### src/rtl/rc5_pkg.sv
// Shared RC5-16 definitions: word width, magic constants, rotate helpers,
// table-size helper and the key-schedule state encoding.
package rc5_pkg;

  localparam int unsigned W = 16;

  localparam logic [W-1:0] P16 = 16'hB7E1;
  localparam logic [W-1:0] Q16 = 16'h9E37;

  // Number of round-key words for a given round count.
  function automatic int unsigned T_OF(input int unsigned rounds);
    return 2 * (rounds + 1);
  endfunction

  function automatic logic [W-1:0] rotl16(input logic [W-1:0] x, input logic [3:0] n);
    return (x << n) | (x >> (5'd16 - {1'b0, n}));
  endfunction

  function automatic logic [W-1:0] rotr16(input logic [W-1:0] x, input logic [3:0] n);
    return (x >> n) | (x << (5'd16 - {1'b0, n}));
  endfunction

  typedef enum logic [1:0] {
    StIdle,
    StInit,
    StMix,
    StDone
  } rc5_ks_state_e;

endpackage

### src/rtl/rc5_rotl16.sv
// Combinational 16-bit left barrel rotator, 4-bit amount, log-shifter form.
module rc5_rotl16 (
  input  logic [15:0] data_i,
  input  logic [3:0]  amt_i,
  output logic [15:0] data_o
);

  logic [15:0] s1, s2, s4;

  // Four rotate stages by 1, 2, 4 and 8 bits.
  always_comb begin
    s1     = amt_i[0] ? {data_i[14:0], data_i[15]}  : data_i;
    s2     = amt_i[1] ? {s1[13:0], s1[15:14]}       : s1;
    s4     = amt_i[2] ? {s2[11:0], s2[15:12]}       : s2;
    data_o = amt_i[3] ? {s4[7:0], s4[15:8]}         : s4;
  end

endmodule

### src/rtl/rc5_key_sched_16bit.sv
// RC5-16 key expansion: magic-constant table init then 3*max(T,C) mixing
// iterations, one per clock. The table is exposed through a combinational read port.
module rc5_key_sched_16bit
  import rc5_pkg::*;
#(
  parameter int unsigned ROUNDS    = 12,
  parameter int unsigned KEY_BYTES = 8
) (
  input  logic                                  clock,
  input  logic                                  reset,
  input  logic                                  key_start,
  input  logic [8*KEY_BYTES-1:0]                key,
  output logic                                  key_busy,
  output logic                                  key_done,
  input  logic [$clog2(T_OF(ROUNDS))-1:0]       s_rd_addr,
  output logic [15:0]                           s_rd_data
);

  localparam int unsigned T  = T_OF(ROUNDS);
  localparam int unsigned C  = KEY_BYTES / 2;
  localparam int unsigned M  = 3 * ((T > C) ? T : C);
  localparam int unsigned AW = $clog2(T);
  localparam int unsigned JW = (C > 1) ? $clog2(C) : 1;
  localparam int unsigned MW = $clog2(M);

  rc5_ks_state_e state_q, state_d;

  logic [15:0]   s_q [T];
  logic [15:0]   l_q [C];
  logic [15:0]   a_q, b_q;
  logic [15:0]   run_q;
  logic [AW-1:0] i_q;
  logic [JW-1:0] j_q;
  logic [MW-1:0] cnt_q;

  logic [15:0] a_sum, a_new, b_sum, b_new;
  logic [3:0]  b_amt;
  logic        i_last, j_last;

  // Mixing datapath: one adder chain feeding the two rotators.
  always_comb begin
    a_sum  = s_q[i_q] + a_q + b_q;
    b_sum  = l_q[j_q] + a_new + b_q;
    // Only the low nibble of A'+B sets the rotate amount.
    b_amt  = a_new[3:0] + b_q[3:0];
    i_last = (i_q == AW'(T - 1));
    j_last = (j_q == JW'(C - 1));
  end

  rc5_rotl16 u_rot_a (
    .data_i (a_sum),
    .amt_i  (4'd3),
    .data_o (a_new)
  );

  rc5_rotl16 u_rot_b (
    .data_i (b_sum),
    .amt_i  (b_amt),
    .data_o (b_new)
  );

  // FSM state register.
  always_ff @(posedge clock) begin
    if (reset) state_q <= StIdle;
    else       state_q <= state_d;
  end

  // FSM next-state; start is only honoured from IDLE or DONE.
  always_comb begin
    state_d = state_q;
    case (state_q)
      StIdle, StDone: if (key_start) state_d = StInit;
      StInit:         if (i_last) state_d = StMix;
      StMix:          if (cnt_q == MW'(M - 1)) state_d = StDone;
      default:        state_d = StIdle;
    endcase
  end

  // Table, key words, mixing accumulators and counters.
  always_ff @(posedge clock) begin
    if (reset) begin
      for (int unsigned n = 0; n < T; n++) s_q[n] <= '0;
      for (int unsigned n = 0; n < C; n++) l_q[n] <= '0;
      a_q   <= '0;
      b_q   <= '0;
      run_q <= '0;
      i_q   <= '0;
      j_q   <= '0;
      cnt_q <= '0;
    end else begin
      case (state_q)
        StIdle, StDone: begin
          if (key_start) begin
            for (int unsigned n = 0; n < C; n++) l_q[n] <= key[16*n +: 16];
            a_q   <= '0;
            b_q   <= '0;
            run_q <= P16;
            i_q   <= '0;
            j_q   <= '0;
            cnt_q <= '0;
          end
        end
        StInit: begin
          s_q[i_q] <= run_q;
          run_q    <= run_q + Q16;
          i_q      <= i_last ? '0 : i_q + AW'(1);
        end
        StMix: begin
          s_q[i_q] <= a_new;
          l_q[j_q] <= b_new;
          a_q      <= a_new;
          b_q      <= b_new;
          i_q      <= i_last ? '0 : i_q + AW'(1);
          j_q      <= j_last ? '0 : j_q + JW'(1);
          cnt_q    <= cnt_q + MW'(1);
        end
        default: ;
      endcase
    end
  end

  // Status and read port; out-of-range addresses read as zero.
  always_comb begin
    key_busy  = (state_q == StInit) || (state_q == StMix);
    key_done  = (state_q == StDone);
    s_rd_data = ({1'b0, s_rd_addr} < (AW + 1)'(T)) ? s_q[s_rd_addr] : 16'h0000;
  end

endmodule

### config.mk
export PLATFORM = sky130hd
export DESIGN_NAME = rc5_key_sched_16bit
export DESIGN_NICKNAME = d
export VERILOG_FILES = /design/src/rtl/rc5_pkg.sv /design/src/rtl/rc5_rotl16.sv /design/src/rtl/rc5_key_sched_16bit.sv
export SDC_FILE = /design/constraint.sdc
export NUM_CORES = 1
export LEC_CHECK = 0
export ABC_AREA = 0
export CAP_MARGIN = 30
export CORE_MARGIN = 4
export CORE_UTILIZATION = 55
export DETAILED_ROUTE_END_ITERATION = 12
export GPL_TIMING_DRIVEN = 0
export HOLD_SLACK_MARGIN = 0.05
export PLACE_DENSITY = 0.72
export SETUP_SLACK_MARGIN = 0.02
export SLEW_MARGIN = 40
export SYNTH_ARGS = -nofsm -noshare
export SYNTH_HDL_FRONTEND = slang
export SYNTH_HIERARCHICAL = 1
export SYNTH_SLANG_ARGS = --single-unit
### constraint.sdc
create_clock -name clock -period 19.8 [get_ports clock]
set_input_delay 1.98 -clock clock [delete_from_list [all_inputs] [get_ports clock]]
set_output_delay 1.98 -clock clock [all_outputs]
set_load 0.05 [all_outputs]
==> results.md, run 1 <==
* Row cnt at 91
* Area share of the largest cell type after synthesis at 50.0%
* I/O Buffers at 86
* First-pass GRT wire length at 156 mm
* Worst skew pair latency at 0.61 ns
* Synth Register Bits at 647
* DIE AREA at 66900 µm²
* WL per Instance at 32.0 µm
* WP data required at 20.15 ns
* Tmin final at 11.17 ns
* Iteration-0 DRC Markers at 3525
* Worst R2R Path Depth at 28
* Gr ovfl total at 0
* Synth Flop Type: edfxtp_1
* Max Clk Rate at 89.5 MHz
* Initial antenna violation count at 4
* Slew @ Worst Pin at 0.924 ns
* Vias in the first global route at 23109
* Via density per instance at 6.87
* Setup bufs post-CTS at 0
* RD Place Congestion at 1.06
* Critical-path maximum fanout at 10
* Post-synth top cells: 576 x edfxtp_1, 523 x nor2_1, 320 x mux4_2
* Chip height at 259 µm
* Clock sinks at 647
* Crit path largest cell delay at 0.78 ns
* CTS tree: built
* Cts bufs inserted at 67
* Post-synth EDFFs at 576
* Top-count cell post-synth: edfxtp_1
* Final setup viols at 0
* Layout cells sized above 1 at 22.3%
* Clk slew on worst S/H paths at 0.06 ns
* H-Tree Depth at 3
* DRC violations left at 0
* Leading area contributor after synthesis: edfxtp_1
* Worst R2R End: l_q[2][12]$_DFFE_PP_
* Post-CTS Hold Fix Bufs at 0
* Outcome: finished, final reports clean
* Seq/Total Area, Yosys at 54.1%
* Fillers at 4510
* DIE WIDTH at 259 µm
* Core ar. at 61900 µm²
* Drt pass-1 iters at 6
* Hold Crit Class: reg2reg
* Share of flip-flops with an asynchronous set or reset at 0%
* Largest net degree at the start of global routing at 17
* Endpoints failing hold at 0
* R2r setup slk at 8.63 ns
* All-layer global routing usage at 32.4%
* Synth Cell Area at 34600 µm²
* Hold_sp: cnt_q[6]$_SDFFE_PP0P_
* WHS Endpoint: cnt_q[6]$_SDFFE_PP0P_
* CP bufs+invs at 3
* Post_cts resized at 0
* DP HPWL at 81.7 mm
* RSZ-0062 raised after global routing: false
* Startpoint types: flip-flop
* Slew Viols, Final at 0
* WHS Path Cells at 2
* Initial core utilization at 55.8%
* Final nets at 2667
* Cells after synthesis at 2347
* Synthesis Warnings at 6
* Routed vias at 23377
* Critical path's slowest cell: mux4_1
* Crit end category: flip-flop
* Final Cycle Share at 56.4%
* Setup TNS Final at 0 ns
* MaxCap Viol Count at 0
* I/O pins at 90
* Area delta synth->final at 13.0%
* Crit Path Class: reg2reg
* Crit path DAT at 11.52 ns
* Skew final at 0.0210 ns
* Levels on crit path at 28
* Netlist cell types at 58
* Top delay family on crit path: multiplexers
* Slew headroom at 37.2%
* Clock Tree Buf Depth at 3
* Clk root buf: clkbuf_16
* Synth top area cells: edfxtp_1 50%, mux4_2 21%, nor2_1 5.7%
* Number of nets still failing antenna checks after routing at 0
* Syn_area_per_cell at 14.7 µm²
* Total Wirelength at 109 mm
[layout make-up]
cell class	count	area, µm²	share of cell area [%]
Sequential cell	647	18700	47.9
Multi-Input combinational cell	1456	15100	38.5
Clock buffer	91	1900	4.87
Tap cell	837	1050	2.68
Timing Repair Buffer	97	1000	2.57
Buffer	195	901	2.31
Clock inverter	26	250	0.640
Inverter	51	191	0.490
Antenna cell	3	7.51	0.0192
[placed cells by master, fill, tap and decap left out, types with 9 or more instances in the layout]
master / count
nand2b_2: 29
clkinv_2: 10
dfxtp_1: 71
a22o_1: 76
nor2_1: 519
inv_1: 50
ha_1: 47
clkbuf_16: 71
clkdlybuf4s50_1: 86
xnor2_1: 32
o21ai_0: 17
mux2i_1: 12
nand2_1: 52
nor3_1: 13
buf_2: 42
mux2_2: 30
clkbuf_2: 10
fa_1: 33
a21oi_1: 58
mux2i_4: 13
edfxtp_1: 576
clkinv_1: 10
mux4_1: 28
a2bb2oi_1: 15
clkbuf_1: 134
a22oi_1: 39
and2_1: 10
mux4_2: 320
xor2_1: 16
buf_8: 9
buf_1: 13
[state kept, by name, summed over array words and instances, names as in the netlist, named ones only]
signal / cells
run_q: 16
state_q: 2
cnt_q: 7
i_q: 5
j_q: 2
l_q: 64
a_q: 16
s_q: 512
b_q: 16
[worst register-to-register path: cells and delay by family, from the launching register on]
kind,cells,cell delay [ns]
muxes,7,3.93
AOI/OAI and AO/OA,9,2.42
adders and majority gates,5,1.99
buffers and inverters,3,1.43
and+or+nand+nor,2,0.44
xor gates and xnor gates,2,0.39
DFF,1,0.31
[metal layers]
metal	part of all wire (%)	track usage, %	vias up
met5	0	0	-
met4	6.8	17.6	0
met3	13	9.68	301
met2	46	49.2	1609
met1	35	42.5	12004
li1	-	-	9463
[metrics by stage]
step | cells | hold slack, ns | setup WS, ns | area, µm² | utilization, %
after detailed placement | 3282 | 0.516 | 8.79 | 36900 | 59.6
after CTS | 3399 | 0.533 | 8.75 | 39000 | 63.0
after global routing | 3400 | 0.568 | 8.25 | 39100 | 63.1
after floorplan | 2349 | 0.479 | 10.89 | 34600 | -
final | 3403 | 0.524 | 8.63 | 39100 | 63.1
after global placement | 3272 | 0.496 | 8.77 | 36500 | 58.9
[logic make-up after synthesis]
kind of cell,count (synthesis),share of synthesized area [%]
AND/OR/NAND/NOR,672,7.99
flip-flops,647,54.1
multiplexers,404,24.7
AO/OA/AOI/OAI,248,5.20
buffers and inverters,246,3.11
adder cells (fa/ha/maj),80,3.61
XOR/XNOR,48,1.22
other,2,0.0217
[how the worst max path moves through the flow]
| stage | from | end | slack, ns |
|---|---|---|---|
| final | flip-flop | l_q[2][12]$_DFFE_PP_ | 8.63 |
| after global routing | flip-flop | l_q[2][12]$_DFFE_PP_ | 8.25 |
| after CTS | flip-flop | l_q[2][12]$_DFFE_PP_ | 8.75 |
| after detailed placement | flip-flop | l_q[2][12]$_DFFE_PP_ | 8.79 |
| after global placement | flip-flop | l_q[0][12]$_DFFE_PP_ | 8.77 |
| after floorplan | flip-flop | l_q[0][15]$_DFFE_PP_ | 10.89 |
Power of run 1 is left out: the tool's default activity adds up to more than one toggle a clock period on the data nets, which glitch-free logic cannot reach.
==> run 2, diff against run 1 <==
--- a/config.mk
+++ b/config.mk
@@ -12,7 +12,7 @@
 export DETAILED_ROUTE_END_ITERATION = 12
 export GPL_TIMING_DRIVEN = 0
 export HOLD_SLACK_MARGIN = 0.05
-export PLACE_DENSITY = 0.72
+export PLACE_DENSITY = 0.75
 export SETUP_SLACK_MARGIN = 0.02
 export SLEW_MARGIN = 40
 export SYNTH_ARGS = -nofsm -noshare
==> constraint.sdc (replaced) <==
create_clock -name clock -period 10.1 [get_ports clock]
set_input_delay 1.01 -clock clock [delete_from_list [all_inputs] [get_ports clock]]
set_output_delay 1.01 -clock clock [all_outputs]
set_load 0.05 [all_outputs]
==> results.md, run 2 (synthesis gave the netlist of run 1 again) <==
* Outcome: finished, final reports clean
* Final nets at 2672 (+0.19%)
* First-pass GRT wire length at 157 mm (+0.77%)
* Number of flip-flops under the largest register name at 512 (unchanged)
* Clock Tree Buf Depth at 3 (unchanged)
* DRC violations left at 0 (unchanged)
* Area delta synth->final at 13.5%
* Worst skew pair latency at 0.63 ns (+0.02 ns)
* Most common cell after layout, fill and taps aside: edfxtp_1
* DIE AREA at 66900 µm² (unchanged)
* Crit path largest cell delay at 0.65 ns (-0.13 ns)
* Gr ovfl total at 0 (unchanged)
* GRT met1 Usage at 43.4% (+0.91 points)
* Slew Viols, Final at 0 (unchanged)
* Critical-path maximum fanout at 10 (unchanged)
* Final Cycle Share at 98.1% (+42 points)
* Hold_sp: cnt_q[6]$_SDFFE_PP0P_
* Slew @ Worst Pin at 0.931 ns (+0.00707 ns)
* Biggest register: s_q
* Busiest grt layer: met2
* Initial core utilization at 55.8% (unchanged)
* Crit Path Class: reg2reg
* Skew final at 0.0252 ns (+0.00419 ns)
* Largest net degree at the start of global routing at 17 (unchanged)
* Max Clk Rate at 101 MHz (+13%)
* I/O pins at 90 (unchanged)
* Iteration-0 DRC Markers at 4056 (+15%)
* Number of nets still failing antenna checks after routing at 0 (unchanged)
* Crit end category: flip-flop
* Cts bufs inserted at 69 (+3.0%)
* Most used cell, CP: mux4_2
* Tmin final at 9.91 ns (-1.26 ns)
* Startpoint types: flip-flop
* Placed Area at 36900 µm² (about the same)
* Clk root buf: clkbuf_16
* Row cnt at 91 (unchanged)
* MaxCap Viol Count at 0 (unchanged)
* Final instance area at 39200 µm² (+0.41%)
* Endpoints failing hold at 0 (unchanged)
* Hold Crit Class: reg2reg
* DIE WIDTH at 259 µm (unchanged)
* Via density per instance at 6.93 (+0.95%)
* Met3 global-route usage at 9.76% (+0.078 points)
* Crit path DAT at 10.29 ns (-1.23 ns)
* Layout cells sized above 1 at 23.6% (+1.3 points)
* RD Place Congestion at 0.987 (-6.8%)
* WL per Instance at 32.2 µm (+0.59%)
* Top Registers: s_q (512), l_q (64)
* All-layer global routing usage at 32.7% (+0.33 points)
* WP data required at 10.48 ns (-9.67 ns)
* Commonest cells after routing, fill and taps aside: 576 x edfxtp_1, 519 x nor2_1, 326 x mux4_2
* H-Tree Depth at 3 (unchanged)
* Final setup viols at 0 (unchanged)
* Core ar. at 61900 µm² (unchanged)
* Multi-input gate area at 15100 µm² (about the same)
* Clk slew on worst S/H paths at 0.06 ns (about the same)
* RSZ-0062 raised after global routing: true
* Reg area at 18700 µm² (unchanged)
* Clock sinks at 647 (unchanged)
* Chip height at 259 µm (unchanged)
* Post-CTS Hold Fix Bufs at 0 (unchanged)
* Slew headroom at 37.9% (+0.75 points)
* Final core occ at 63.3% (+0.26 points)
* Drt pass-1 iters at 6 (unchanged)
* Vias in the first global route at 23152 (+0.19%)
* Fillers at 4453 (-1.3%)
* DP HPWL at 80.9 mm (-0.94%)
* Initial antenna violation count at 10 (+6)
* GRT met2 Usage at 48.9% (-0.39 points)
* CTS tree: built
* Routed vias at 23689 (+1.3%)
* Hold Slack at 0.526 ns (+0.00207 ns)
* I/O Buffers at 86 (unchanged)
* Total Wirelength at 110 mm (+0.97%)
* Critical path's slowest cell: mux4_2
-- run 2: cell types whose count changed in the layout (fill, tap and decap cells not counted), sizes merged --
cell / previous run / this run
inv: 51 / 53
bufinv: 5 / 4
diode: 3 / 4
clkbuf: 220 / 225
buf: 77 / 71
clkinvlp: 1 / 0
clkinv: 20 / 33
-- run 2: cell type report --
| cell class | instances | area share (%) |
|---|---|---|
| clock inverters | 39 | 0.880 |
| well taps | 837 | 2.67 |
| clock buffers | 87 | 4.78 |
| multi-input cells | 1456 | 38.4 |
| repair buffers | 100 | 2.61 |
| inverters | 51 | 0.488 |
| flip-flops and latches | 647 | 47.7 |
| plain buffers | 195 | 2.46 |
| diodes | 4 | 0.0255 |
-- run 2: final timing paths --
check                               end  slack, ns  depth (start not counted)
setup reg to reg   l_q[0][10]$_DFFE_PP_       0.19                         28
setup / recovery   l_q[0][10]$_DFFE_PP_       0.19                         28
hold reg to reg   cnt_q[6]$_SDFFE_PP0P_       0.53                          2
hold / removal    cnt_q[6]$_SDFFE_PP0P_       0.53                          2
-- run 2: stage by stage --
| stage | instances | setup TNS, ns | setup WS, ns |
|---|---|---|---|
| 6_report | 3416 | 0 | 0.189 |
| 5_1_grt | 3412 | 0 | 0.0187 |
| 4_1_cts | 3410 | 0 | 0.0395 |
| 3_5_place_dp | 3283 | -38.44 | -0.710 |
| 3_3_place_gp | 3272 | -42.74 | -0.743 |
| 2_1_floorplan | 2349 | 0 | 1.19 |
-- run 2: timing repair --
item | in CTS | in global routing
buffers inserted | 1 | 2
resized for setup | 16 | 19
endpoints found under the hold margin | 0 | 0
setup endpoints to repair | 80 | 80
-- run 2: worst max-delay path: cells and delay by family (launching register included) --
family                     cells  cell delay, ns
DFF                            1            0.30
adders and majority gates      5            2.14
AOI/OAI and AO/OA             10            2.26
muxes                          7            3.58
buffers and inverters          3            0.89
and+or+nand+nor                1            0.11
xor gates and xnor gates       2            0.35
-- run 2: routing by layer --
layer,up-vias,share of wire [%]
li1,9480,-
met1,11954,34
met2,1907,45
met3,340,14
met4,8,7.0
met5,-,0.044
Power of run 2 is left out for the same reason.
